===== src/rtl/usb_pkg.sv =====
// rtl/usb_pkg.sv - shared USB transaction-layer encodings and usb_epsched state codes
package usb_pkg;

    localparam logic [1:0] REQ_OK      = 2'd0;
    localparam logic [1:0] REQ_ACTIVE  = 2'd1;
    localparam logic [1:0] REQ_FAIL    = 2'd2;

    localparam logic [1:0] REPLY_ACK   = 2'd0;
    localparam logic [1:0] REPLY_NAK   = 2'd1;
    localparam logic [1:0] REPLY_STALL = 2'd2;

    localparam logic [1:0] TYPE_SETUP  = 2'd0;
    localparam logic [1:0] TYPE_OUT    = 2'd1;
    localparam logic [1:0] TYPE_IN     = 2'd2;

    localparam logic [1:0] EPS_IDLE    = 2'd0;
    localparam logic [1:0] EPS_DECODE  = 2'd1;
    localparam logic [1:0] EPS_ACTIVE  = 2'd2;
    localparam logic [1:0] EPS_DONE    = 2'd3;

endpackage


===== src/rtl/usb_epsched_if.sv =====
// rtl/usb_epsched_if.sv - transaction-layer handshake between link layer and endpoint scheduler
interface usb_epsched_if;

    logic [1:0] trsac_req;
    logic [1:0] trsac_type;
    logic [3:0] trsac_ep;
    logic [1:0] trsac_reply;
    logic       trsac_toggle;

    modport master (
        output trsac_req, trsac_type, trsac_ep,
        input  trsac_reply, trsac_toggle
    );

    modport slave (
        input  trsac_req, trsac_type, trsac_ep,
        output trsac_reply, trsac_toggle
    );

endinterface


===== src/rtl/usb_eptoggle.sv =====
// rtl/usb_eptoggle.sv - per-endpoint IN/OUT data-toggle register file; clears beat flip/set
module usb_eptoggle #(
    parameter int EP_NUM = 16
) (
    input  logic              clk,
    input  logic              rst_n,
    input  logic              clr_all,
    input  logic [EP_NUM-1:0] flip_in,
    input  logic [EP_NUM-1:0] flip_out,
    input  logic              set_ep0,
    input  logic [EP_NUM-1:0] clr,
    output logic [EP_NUM-1:0] in_tgl,
    output logic [EP_NUM-1:0] out_tgl
);

    logic [EP_NUM-1:0] in_tgl_q, in_tgl_d;
    logic [EP_NUM-1:0] out_tgl_q, out_tgl_d;

    always_comb begin
        in_tgl_d  = in_tgl_q ^ flip_in;
        out_tgl_d = out_tgl_q ^ flip_out;
        if (set_ep0) begin
            in_tgl_d[0]  = 1'b1;
            out_tgl_d[0] = 1'b1;
        end
        in_tgl_d  = in_tgl_d & ~clr;
        out_tgl_d = out_tgl_d & ~clr;
        if (clr_all) begin
            in_tgl_d  = '0;
            out_tgl_d = '0;
        end
    end

    always_ff @(posedge clk or negedge rst_n) begin
        if (!rst_n) begin
            in_tgl_q  <= '0;
            out_tgl_q <= '0;
        end else begin
            in_tgl_q  <= in_tgl_d;
            out_tgl_q <= out_tgl_d;
        end
    end

    assign in_tgl  = in_tgl_q;
    assign out_tgl = out_tgl_q;

endmodule


===== src/rtl/usb_epsched.sv =====
// rtl/usb_epsched.sv - USB endpoint scheduler: reply/toggle decode and handler routing; USB_EPSCHED_ISO_EN enables isochronous endpoints
module usb_epsched
    import usb_pkg::*;
#(
    parameter int          EP_NUM   = 16,
    parameter logic [15:0] ISO_MASK = 16'h0000
) (
    input  logic              clk,
    input  logic              rst0_async,
    input  logic              rst0_sync,
    usb_epsched_if.slave      trsac,
    input  logic [15:0]       togglebit_rst,
    input  logic [EP_NUM-1:0] ep_ready,
    input  logic [EP_NUM-1:0] ep_stall,
    output logic [EP_NUM-1:0] ep_sel,
    output logic [EP_NUM-1:0] ep_done,
    output logic              ep_ok
);

`ifdef USB_EPSCHED_ISO_EN
    localparam bit ISO_EN = 1'b1;
`else
    localparam bit ISO_EN = 1'b0;
`endif

    logic [1:0]        state_q, state_d;
    logic [3:0]        ep_q, ep_d;
    logic [1:0]        type_q, type_d;
    logic [1:0]        reply_q, reply_d;
    logic              toggle_q, toggle_d;
    logic [EP_NUM-1:0] sel_q, sel_d;
    logic [EP_NUM-1:0] done_q, done_d;
    logic              ok_q, ok_d;

    logic [EP_NUM-1:0] ep_onehot, in_tgl, out_tgl, flip_in, flip_out;
    logic              set_ep0;
    logic              ep_exists, ep_rdy, ep_stl, ep_in_tgl, ep_out_tgl, ep_iso;
    logic [1:0]        reply_dec;
    logic              toggle_dec;

    // Non-existent endpoints match no index, so they see no select, ready or stall.
    always_comb begin
        ep_onehot  = '0;
        ep_rdy     = 1'b0;
        ep_stl     = 1'b0;
        ep_in_tgl  = 1'b0;
        ep_out_tgl = 1'b0;
        for (int i = 0; i < EP_NUM; i++) begin
            if (ep_q == 4'(i)) begin
                ep_onehot[i] = 1'b1;
                ep_rdy       = ep_ready[i];
                ep_stl       = ep_stall[i];
                ep_in_tgl    = in_tgl[i];
                ep_out_tgl   = out_tgl[i];
            end
        end
    end

    assign ep_exists = |ep_onehot;
    assign ep_iso    = ISO_EN && ISO_MASK[ep_q];

    always_comb begin
        reply_dec = REPLY_ACK;
        if (!ep_exists)                reply_dec = REPLY_STALL;
        else if (type_q == TYPE_SETUP) reply_dec = (ep_q != 4'd0) ? REPLY_STALL : REPLY_ACK;
        else if (ep_iso)               reply_dec = ep_stl ? REPLY_STALL : REPLY_ACK;
        else if (ep_stl)               reply_dec = REPLY_STALL;
        else if (!ep_rdy)              reply_dec = REPLY_NAK;

        toggle_dec = 1'b0;
        if (!ep_iso && type_q == TYPE_IN)       toggle_dec = ep_in_tgl;
        else if (!ep_iso && type_q == TYPE_OUT) toggle_dec = ep_out_tgl;
    end

    always_comb begin
        state_d  = state_q;
        ep_d     = ep_q;
        type_d   = type_q;
        reply_d  = reply_q;
        toggle_d = toggle_q;
        sel_d    = sel_q;
        done_d   = '0;
        ok_d     = ok_q;
        flip_in  = '0;
        flip_out = '0;
        set_ep0  = 1'b0;

        case (state_q)
            EPS_IDLE: begin
                if (trsac.trsac_req == REQ_ACTIVE) begin
                    ep_d    = trsac.trsac_ep;
                    type_d  = trsac.trsac_type;
                    state_d = EPS_DECODE;
                end
            end
            EPS_DECODE: begin
                reply_d  = reply_dec;
                toggle_d = toggle_dec;
                sel_d    = ep_onehot;
                state_d  = EPS_ACTIVE;
            end
            EPS_ACTIVE: begin
                if (trsac.trsac_req != REQ_ACTIVE) begin
                    done_d  = ep_onehot;
                    ok_d    = (trsac.trsac_req == REQ_OK) && (reply_q == REPLY_ACK);
                    state_d = EPS_DONE;
                end
            end
            default: begin
                if (ok_q && !ep_iso) begin
                    case (type_q)
                        TYPE_IN:    flip_in  = ep_onehot;
                        TYPE_OUT:   flip_out = ep_onehot;
                        TYPE_SETUP: set_ep0  = 1'b1;
                        default:    ;
                    endcase
                end
                reply_d  = REPLY_NAK;
                toggle_d = 1'b0;
                sel_d    = '0;
                ok_d     = 1'b0;
                // A request arriving during DONE is taken now, skipping IDLE.
                if (trsac.trsac_req == REQ_ACTIVE) begin
                    ep_d    = trsac.trsac_ep;
                    type_d  = trsac.trsac_type;
                    state_d = EPS_DECODE;
                end else begin
                    state_d = EPS_IDLE;
                end
            end
        endcase

        if (!rst0_sync) begin
            state_d  = EPS_IDLE;
            ep_d     = '0;
            type_d   = TYPE_SETUP;
            reply_d  = REPLY_NAK;
            toggle_d = 1'b0;
            sel_d    = '0;
            done_d   = '0;
            ok_d     = 1'b0;
            flip_in  = '0;
            flip_out = '0;
            set_ep0  = 1'b0;
        end
    end

    always_ff @(posedge clk or negedge rst0_async) begin
        if (!rst0_async) begin
            state_q  <= EPS_IDLE;
            ep_q     <= '0;
            type_q   <= TYPE_SETUP;
            reply_q  <= REPLY_NAK;
            toggle_q <= 1'b0;
            sel_q    <= '0;
            done_q   <= '0;
            ok_q     <= 1'b0;
        end else begin
            state_q  <= state_d;
            ep_q     <= ep_d;
            type_q   <= type_d;
            reply_q  <= reply_d;
            toggle_q <= toggle_d;
            sel_q    <= sel_d;
            done_q   <= done_d;
            ok_q     <= ok_d;
        end
    end

    usb_eptoggle #(.EP_NUM(EP_NUM)) u_eptoggle (
        .clk      (clk),
        .rst_n    (rst0_async),
        .clr_all  (!rst0_sync),
        .flip_in  (flip_in),
        .flip_out (flip_out),
        .set_ep0  (set_ep0),
        .clr      (togglebit_rst[EP_NUM-1:0]),
        .in_tgl   (in_tgl),
        .out_tgl  (out_tgl)
    );

    assign trsac.trsac_reply  = reply_q;
    assign trsac.trsac_toggle = toggle_q;
    assign ep_sel             = sel_q;
    assign ep_done            = done_q;
    assign ep_ok              = ok_q;

endmodule


===== src/flat_wrapper.sv =====
// flat-port wrapper written by rule: the top's interface ports become plain ports
module usb_epsched_flat import usb_pkg::*;
#(
    parameter int          EP_NUM   = 16,
    parameter logic [15:0] ISO_MASK = 16'h0000
)
  (clk, rst0_async, rst0_sync, togglebit_rst, ep_ready, ep_stall, ep_sel, ep_done, ep_ok, trsac_trsac_req, trsac_trsac_type, trsac_trsac_ep, trsac_trsac_reply, trsac_trsac_toggle);
  usb_epsched_if trsac_i ();
  input  logic clk;
  input  logic rst0_async;
  input  logic rst0_sync;
  input  logic [15:0] togglebit_rst;
  input  logic [EP_NUM-1:0] ep_ready;
  input  logic [EP_NUM-1:0] ep_stall;
  output logic [EP_NUM-1:0] ep_sel;
  output logic [EP_NUM-1:0] ep_done;
  output logic ep_ok;
  input wire logic [$bits(trsac_i.trsac_req)-1:0] trsac_trsac_req;
  input wire logic [$bits(trsac_i.trsac_type)-1:0] trsac_trsac_type;
  input wire logic [$bits(trsac_i.trsac_ep)-1:0] trsac_trsac_ep;
  output wire logic [$bits(trsac_i.trsac_reply)-1:0] trsac_trsac_reply;
  output wire logic [$bits(trsac_i.trsac_toggle)-1:0] trsac_trsac_toggle;
  assign trsac_i.trsac_req = trsac_trsac_req;
  assign trsac_i.trsac_type = trsac_trsac_type;
  assign trsac_i.trsac_ep = trsac_trsac_ep;
  assign trsac_trsac_reply = trsac_i.trsac_reply;
  assign trsac_trsac_toggle = trsac_i.trsac_toggle;
  usb_epsched #(.EP_NUM(EP_NUM), .ISO_MASK(ISO_MASK)) u_core (.clk(clk), .rst0_async(rst0_async), .rst0_sync(rst0_sync), .trsac(trsac_i), .togglebit_rst(togglebit_rst), .ep_ready(ep_ready), .ep_stall(ep_stall), .ep_sel(ep_sel), .ep_done(ep_done), .ep_ok(ep_ok));
endmodule

===== config.mk =====
export PLATFORM = sky130hd
export DESIGN_NAME = usb_epsched_flat
export DESIGN_NICKNAME = d
export VERILOG_FILES = /design/src/rtl/usb_pkg.sv /design/src/rtl/usb_epsched_if.sv /design/src/rtl/usb_eptoggle.sv /design/src/rtl/usb_epsched.sv /design/src/flat_wrapper.sv
export SDC_FILE = /design/constraint.sdc
export NUM_CORES = 1
export LEC_CHECK = 0
export BUFFER_PORTS_ARGS = -buffer_cell sky130_fd_sc_hd__buf_4
export CAP_MARGIN = 20
export CORE_ASPECT_RATIO = 0.7
export CORE_MARGIN = 2
export CORE_UTILIZATION = 49
export CTS_CLUSTER_SIZE = 8
export DETAILED_ROUTE_END_ITERATION = 6
export PLACE_DENSITY = 0.77
export REMOVE_ABC_BUFFERS = 1
export SETUP_SLACK_MARGIN = 0.15
export SYNTH_ARGS = -nofsm -noshare
export SYNTH_HDL_FRONTEND = slang
export SYNTH_SLANG_ARGS = --single-unit

===== constraint.sdc =====
create_clock -name clk -period 2 [get_ports clk]
set_clock_uncertainty 0.05 [all_clocks]
set_input_delay 0.1 -clock clk [delete_from_list [all_inputs] [get_ports clk]]
set_output_delay 0.1 -clock clk [all_outputs]
set_load 0.02 [all_outputs]

Word level (Yosys, flattened, before mapping):

Cells that the tools add are included.

* register bits: 76
* latch bits: 0
* memory bits (writable): 0
* bits in read-only memories: 0
* bits of input ports: 59
* output and inout port bits: 36
* logic and storage cells: 183
* memories: 0

* add/sub/neg operators: 0
* $mul: 0
* div/mod/pow operators: 0
* $lt $le $gt $ge: 0
* eq/ne operators: 27
* shifts and indexed selects: 0
* multiplexer cells: 126
* bitwise gates (word level): 5
* reductions and logical operators: 15

Operators by type and width (count)
* 16-bit 2-to-1 mux: 14
* 1-bit 2-to-1 mux: 93
* 16-bit AND: 2
* 4-bit equality test, second input constant: 8
* 16-bit case mux with 2 select lines: 1
* 16-bit XOR: 2
* 2-bit 2-to-1 mux: 11
* 4-bit by 3-bit equality test with 1-bit output, second input constant: 4
* 16-bit inverter: 1
* 16-bit OR reduction: 1
* 4-bit 2-to-1 mux: 3
* 4-bit by 2-bit equality test with 1-bit output, second input constant: 2
* 2-bit logical NOT: 4
* 2-bit by 1-bit equality test with 1-bit output, second input constant: 3
* 2-bit != test, second input constant: 3
* 3-bit by 2-bit != test with 1-bit output, second input constant: 2
* 2-bit case mux with 3 select lines: 1
* 2-bit AND reduction: 3
* 2-bit OR reduction: 3
* 2-bit equality test, second input constant: 2
* 4-bit by 1-bit equality test with 1-bit output, second input constant: 1
* 4-bit logical NOT: 1
* 2-bit by 1-bit != test with 1-bit output, second input constant: 2
* 1-bit case mux with 2 select lines: 2
* other kinds (4): 4

Depth between registers and ports, before layout:

* word-level depth: 23
* gate-level depth with buffers: 9
* gate-level depth less buffers: 6

Modules after synthesis:

From an unflattened synthesis, not the netlist that was laid out.

* cell total of the unflattened synthesis: 408
* area total of the unflattened synthesis: 4041.4 um^2

Modules (own cells, without submodules)
* usb_epsched: times used 1, cells each 308, area an instance 2588.7 um^2, sequential area each 1102.3 um^2
* usb_eptoggle: times used 1, cells each 100, area an instance 1452.6 um^2, sequential area each 800.8 um^2

Worst setup path before layout:

No wires, ideal clock.

* path kind: reg-to-reg
* start: register u_core.ep_q[2]
* end: register u_core.reply_q[1] (netlist: u_core.trsac.trsac_reply[1])
* setup time: 0.121 ns
* arrival time: 1.784 ns
* required time: 1.829 ns
* path slack: 0.045 ns
* stages on the path, launching flop included: 9
* path buffers: 2
* period minus slack after synthesis: 1.955 ns
* cells stage by stage: dfrtp_1 > buf_4 > nand2b_2 > buf_6 > nor2_2 > a221o_1 > a221o_1 > a221o_1 > a22o_1

* cells in the longest elaborated chain, start to end: 22
* elaborated cells on any way between the ends: 56
* those cells by class: 15 x eq/ne; 38 x mux; 3 x reduce/logical

Ends and longest elaborated chain
* start: declaration: RTL line usb_epsched.sv:27 `logic [3:0] ep_q, ep_d;`
* start signal: assignment: RTL line usb_epsched.sv:160 `ep_q <= ep_d;`
* 4-bit logical NOT: RTL line usb_epsched.sv:49 `if (ep_q == 4'(i)) begin`
* 1-bit 2-to-1 mux (16 in a row): RTL line usb_epsched.sv:49
* 2-bit 2-to-1 mux: RTL line usb_epsched.sv:67 `else if (ep_stl) reply_dec = REPLY_STALL;`
* 2-bit 2-to-1 mux: RTL line usb_epsched.sv:65 `else if (type_q == TYPE_SETUP) reply_dec = (ep_q != 4'd0) ? REPLY_STALL : REPLY_ACK;`
* 2-bit 2-to-1 mux *: RTL line usb_epsched.sv:64 `if (!ep_exists) reply_dec = REPLY_STALL;`
* 2-bit case mux with 2 select lines *: RTL line usb_epsched.sv:88 `case (state_q)`
* 2-bit 2-to-1 mux *: RTL line usb_epsched.sv:133 `if (!rst0_sync) begin`
* end signal: assignment: RTL line usb_epsched.sv:162 `reply_q <= reply_d;`
* end: declaration: RTL line usb_epsched.sv:29 `logic [1:0] reply_q, reply_d;`

Every way passes the cells marked *; elsewhere a longest branch is shown, timed or not.
A chain may end at the register's enable or synchronous reset.

Worst setup path after layout:

* start: register u_core.ep_q[0]
* end: register u_core.reply_q[1] (netlist: u_core.trsac.trsac_reply[1])

The elaborated chain is that of the path after synthesis.

==> metrics.csv <==
metric;value;unit
outcome;complete, but fails checks;
violations;negative setup slack;
cp_data_required_time;2.17;ns
clock_latency;0.34;ns
report.final.slew_viol_count;0;
timing.hold.ws;0.0158;ns
crit_path_end_kind;flip-flop;
fin_total_pwr;4.67;mW
critPathBufInv;1;
max_slew_margin;62.8;%
via_per_inst;5.66;
die_h;79.6;um
place.gp.congestion;0.908;
avgSynthCellArea;9.29;um2
fin_nets;661;
synth_xor_area_share;4.37;%
dieArea;8920;um2
cpMostUsedCell;a221o_1;
path_cells;buf_6 > or2_1 > nor2_1 > o32ai_2 > a221o_1 > a221o_1 > a22o_1;
drive_above_1_share;36.0;%
grt_overflow;0;
crit_path_max_fanout;6;
num_rows;27;
synth_top_family_by_area;simple AND/OR/NAND/NOR gates;
antenna_found_initial;0;
io_buffers;94;
drv_cap;0;
critPathTopFamily;compound AO/OA/AOI/OAI gates;
ys_ff_latch;76;
worst-slew-pin-transition;0.559;ns
grt_pass1_vias;3816;
async_flop_share;100;%
cp_slowest_stage_delay;0.42;ns
synth_fa_ha_area_share;1.56;%
p_seq_share;35.3;%
cts_tree;built;
layout_common_cells;buf_4, dfrtp_1, nor2_1, nand2_1, o21ai_0;
wl_per_cell;18.9;um
ys_seq_area_share;47.5;%
cp_slowest_cell;dfrtp_1;
core;7910;um2
numCtsBuffers;9;
fin_setup_tns;-0.0797;ns
fin_crit;2.08;ns
dpl_cell_area;5140;um2
clock_sinks;76;
min_path_type;in2reg;
yosysWarnings;0;
netlist_instances;431;
dieWidth;112;um
rsz0062_at_grt;yes;
total_leakage_power;2.71;nW
p_clk_share;35.7;%
ant_nets;0;
powerDensity;782;nW/um2
synthFlopType;dfrtp_1;
finalHoldViolations;0;
start_util;50.7;%
synth.area.mux_share;3.19;%
dr_total_vias;3979;
switching_share;29.8;%
max_freq;481;MHz
synth_cell_types;57;
synth-compound-area-share;17.2;%
grt_pass1_wl;20.3;mm
clkTransAtPathRegs;0.06;ns
peakVddDrop;0.676;mV
root_buffer;clkbuf_16;
arrival;2.25;ns
fillers;566;
area_growth;49.0;%
drt-initial-drc-count;350;
final.setup.worst_slack;-0.0797;ns
synthSimpleGateAreaFrac;21.8;%
combPwrFrac;29.0;%
internal_power;3.27;mW
drcViolationCount;0;
final_cell_area;5970;um2
wirelength;13.3;mm
drtPass1Iterations;5;
grt.total_usage;30.1;%
post-route-period-util;104;%
htreeDepth;3;
ios;95;
synth_area;4010;um2
p_sw;1.39;mW
grt_max_degree;43;
cts_max_path_buffers;2;
final_common_cell;buf_4;
antenna_cells;0;
startpoint_type;flip-flop;
hpwl;9.33;mm
worstSetupPathType;reg2reg;
setup_viol;1;
synth_edf_count;0;
-- cells by family (layout without fill, tap and decap cells) --
logic type | count (synthesis) | after routing
AOI/OAI and AO/OA | 110 | 110
muxes | 9 | 9
and+or+nand+nor | 176 | 176
adders and majority gates | 5 | 5
xor gates and xnor gates | 20 | 20
buffers and inverters | 35 | 206
DFF | 76 | 76
-- cell type report --
| cell class | instances | area (um2) | area share (%) |
|---|---|---|---|
| Timing Repair Buffer | 182 | 1510 | 25.2 |
| Clock buffer | 13 | 260 | 4.36 |
| Sequential cell | 76 | 1910 | 31.9 |
| Inverter | 8 | 32.5 | 0.545 |
| Tap cell | 101 | 126 | 2.12 |
| Multi-Input combinational cell | 320 | 2090 | 35.1 |
| Clock inverter | 3 | 43.8 | 0.734 |
-- sequential cells by signal (all words and copies together) (netlist names) --
| register | flops |
|---|---|
| u_core.type_q | 2 |
| u_core.u_eptoggle.out_tgl | 16 |
| u_core.ep_q | 4 |
| u_core.ep_done | 16 |
| u_core.u_eptoggle.in_tgl | 16 |
| u_core.state_q | 2 |
| u_core.ep_ok | 1 |
| u_core.trsac.trsac_toggle | 1 |
| u_core.trsac.trsac_reply | 2 |
| u_core.ep_sel | 16 |
-- worst reg2reg max path, delay by kind of cell (launching register included) --
kind | cells | cell delay (ns)
AND/OR/NAND/NOR | 2 | 0.35
flip-flops | 1 | 0.42
buffers and inverters | 1 | 0.15
AO/OA/AOI/OAI | 4 | 1.00
-- routing by layer --
metal  part of all wire [%]  vias to the layer above  wire (um)  track usage [%]
met1                     45                     1919       6030             42.6
met2                     45                      196       5950             46.6
li1                       -                     1844          -                -
met5                      0                        -          0                0
met3                    8.6                       20       1150             7.59
met4                    1.5                        0        198             8.29
-- synth_stat cells (all sizes together) (2+ instances only) --
| library cell | number | area share (%) |
|---|---|---|
| a21oi | 30 | 3.7 |
| o211ai | 3 | 0.56 |
| o32ai | 3 | 0.66 |
| or2 | 2 | 0.31 |
| nand4 | 2 | 0.31 |
| a211oi | 2 | 0.37 |
| xnor2 | 2 | 0.44 |
| a2bb2oi | 4 | 0.87 |
| nor2 | 52 | 4.9 |
| nand3 | 17 | 2.1 |
| mux4 | 3 | 1.7 |
| or3 | 12 | 1.9 |
| dfrtp | 75 | 47 |
| o21ai | 38 | 4.7 |
| nand2 | 38 | 3.7 |
| inv | 8 | 0.75 |
| a22o | 10 | 2.2 |
| o22ai | 5 | 0.78 |
| ha | 5 | 1.6 |
| nor3 | 10 | 1.2 |
| xor2 | 18 | 3.9 |
| nor2b | 10 | 1.7 |
| mux2i | 6 | 1.5 |
| a221o | 3 | 0.75 |
| nand2b | 23 | 3.7 |
| clkbuf | 13 | 1.2 |
| a31oi | 2 | 0.31 |
| buf | 14 | 2.4 |
| and3 | 3 | 0.47 |
-- metrics by stage --
step / worst slack (ns) / util, % / std cells
3_3_place_gp: -0.0212 / 65.0 / 652
4_1_cts: -0.0416 / 72.1 / 692
3_5_place_dp: -0.0838 / 65.0 / 652
5_1_grt: -0.139 / 75.5 / 703
2_1_floorplan: -0.627 / - / 404
6_report: -0.0797 / 75.5 / 703
-- timing repair --
action                                  CTS  global route
pin swaps                                 7            13
hold endpoints to repair                 66             0
endpoints found under the setup margin   10            16
resized for setup                         9            45
buffers inserted                          3            11
hold buffers                             21             0
-- power groups by stage --
stage               sequential, mW  combinational, mW  clock (mW)
finish                        1.65               1.35        1.66
global route                  1.65               1.45        1.75
detailed placement            1.67               1.10           0
floorplan                     1.72              0.467           0
global placement              1.67               1.09           0
CTS                           1.65               1.17        1.69
-- path summary, 6_finish.rpt --
path                                               from                                 endpoint  slack, ns  cells after the start
max reg2reg                  u_core.ep_q[0]$_DFFE_PN0P_  u_core.trsac.trsac_reply[1]$_DFFE_PN0P_      -0.08                      7
min in group asynchronous                    rst0_async            u_core.ep_sel[13]$_DFFE_PN0P_       0.23                      2
max in group asynchronous                    rst0_async               u_core.ep_q[1]$_DFFE_PN0P_       1.07                      3
min                                    togglebit_rst[7]   u_core.u_eptoggle.out_tgl[7]$_DFF_PN0_       0.02                      3
min reg2reg                u_core.ep_sel[1]$_DFFE_PN0P_             u_core.ep_sel[1]$_DFFE_PN0P_       0.43                      2
max                          u_core.ep_q[0]$_DFFE_PN0P_  u_core.trsac.trsac_reply[1]$_DFFE_PN0P_      -0.08                      7
Power figures use the tool's default switching activity.
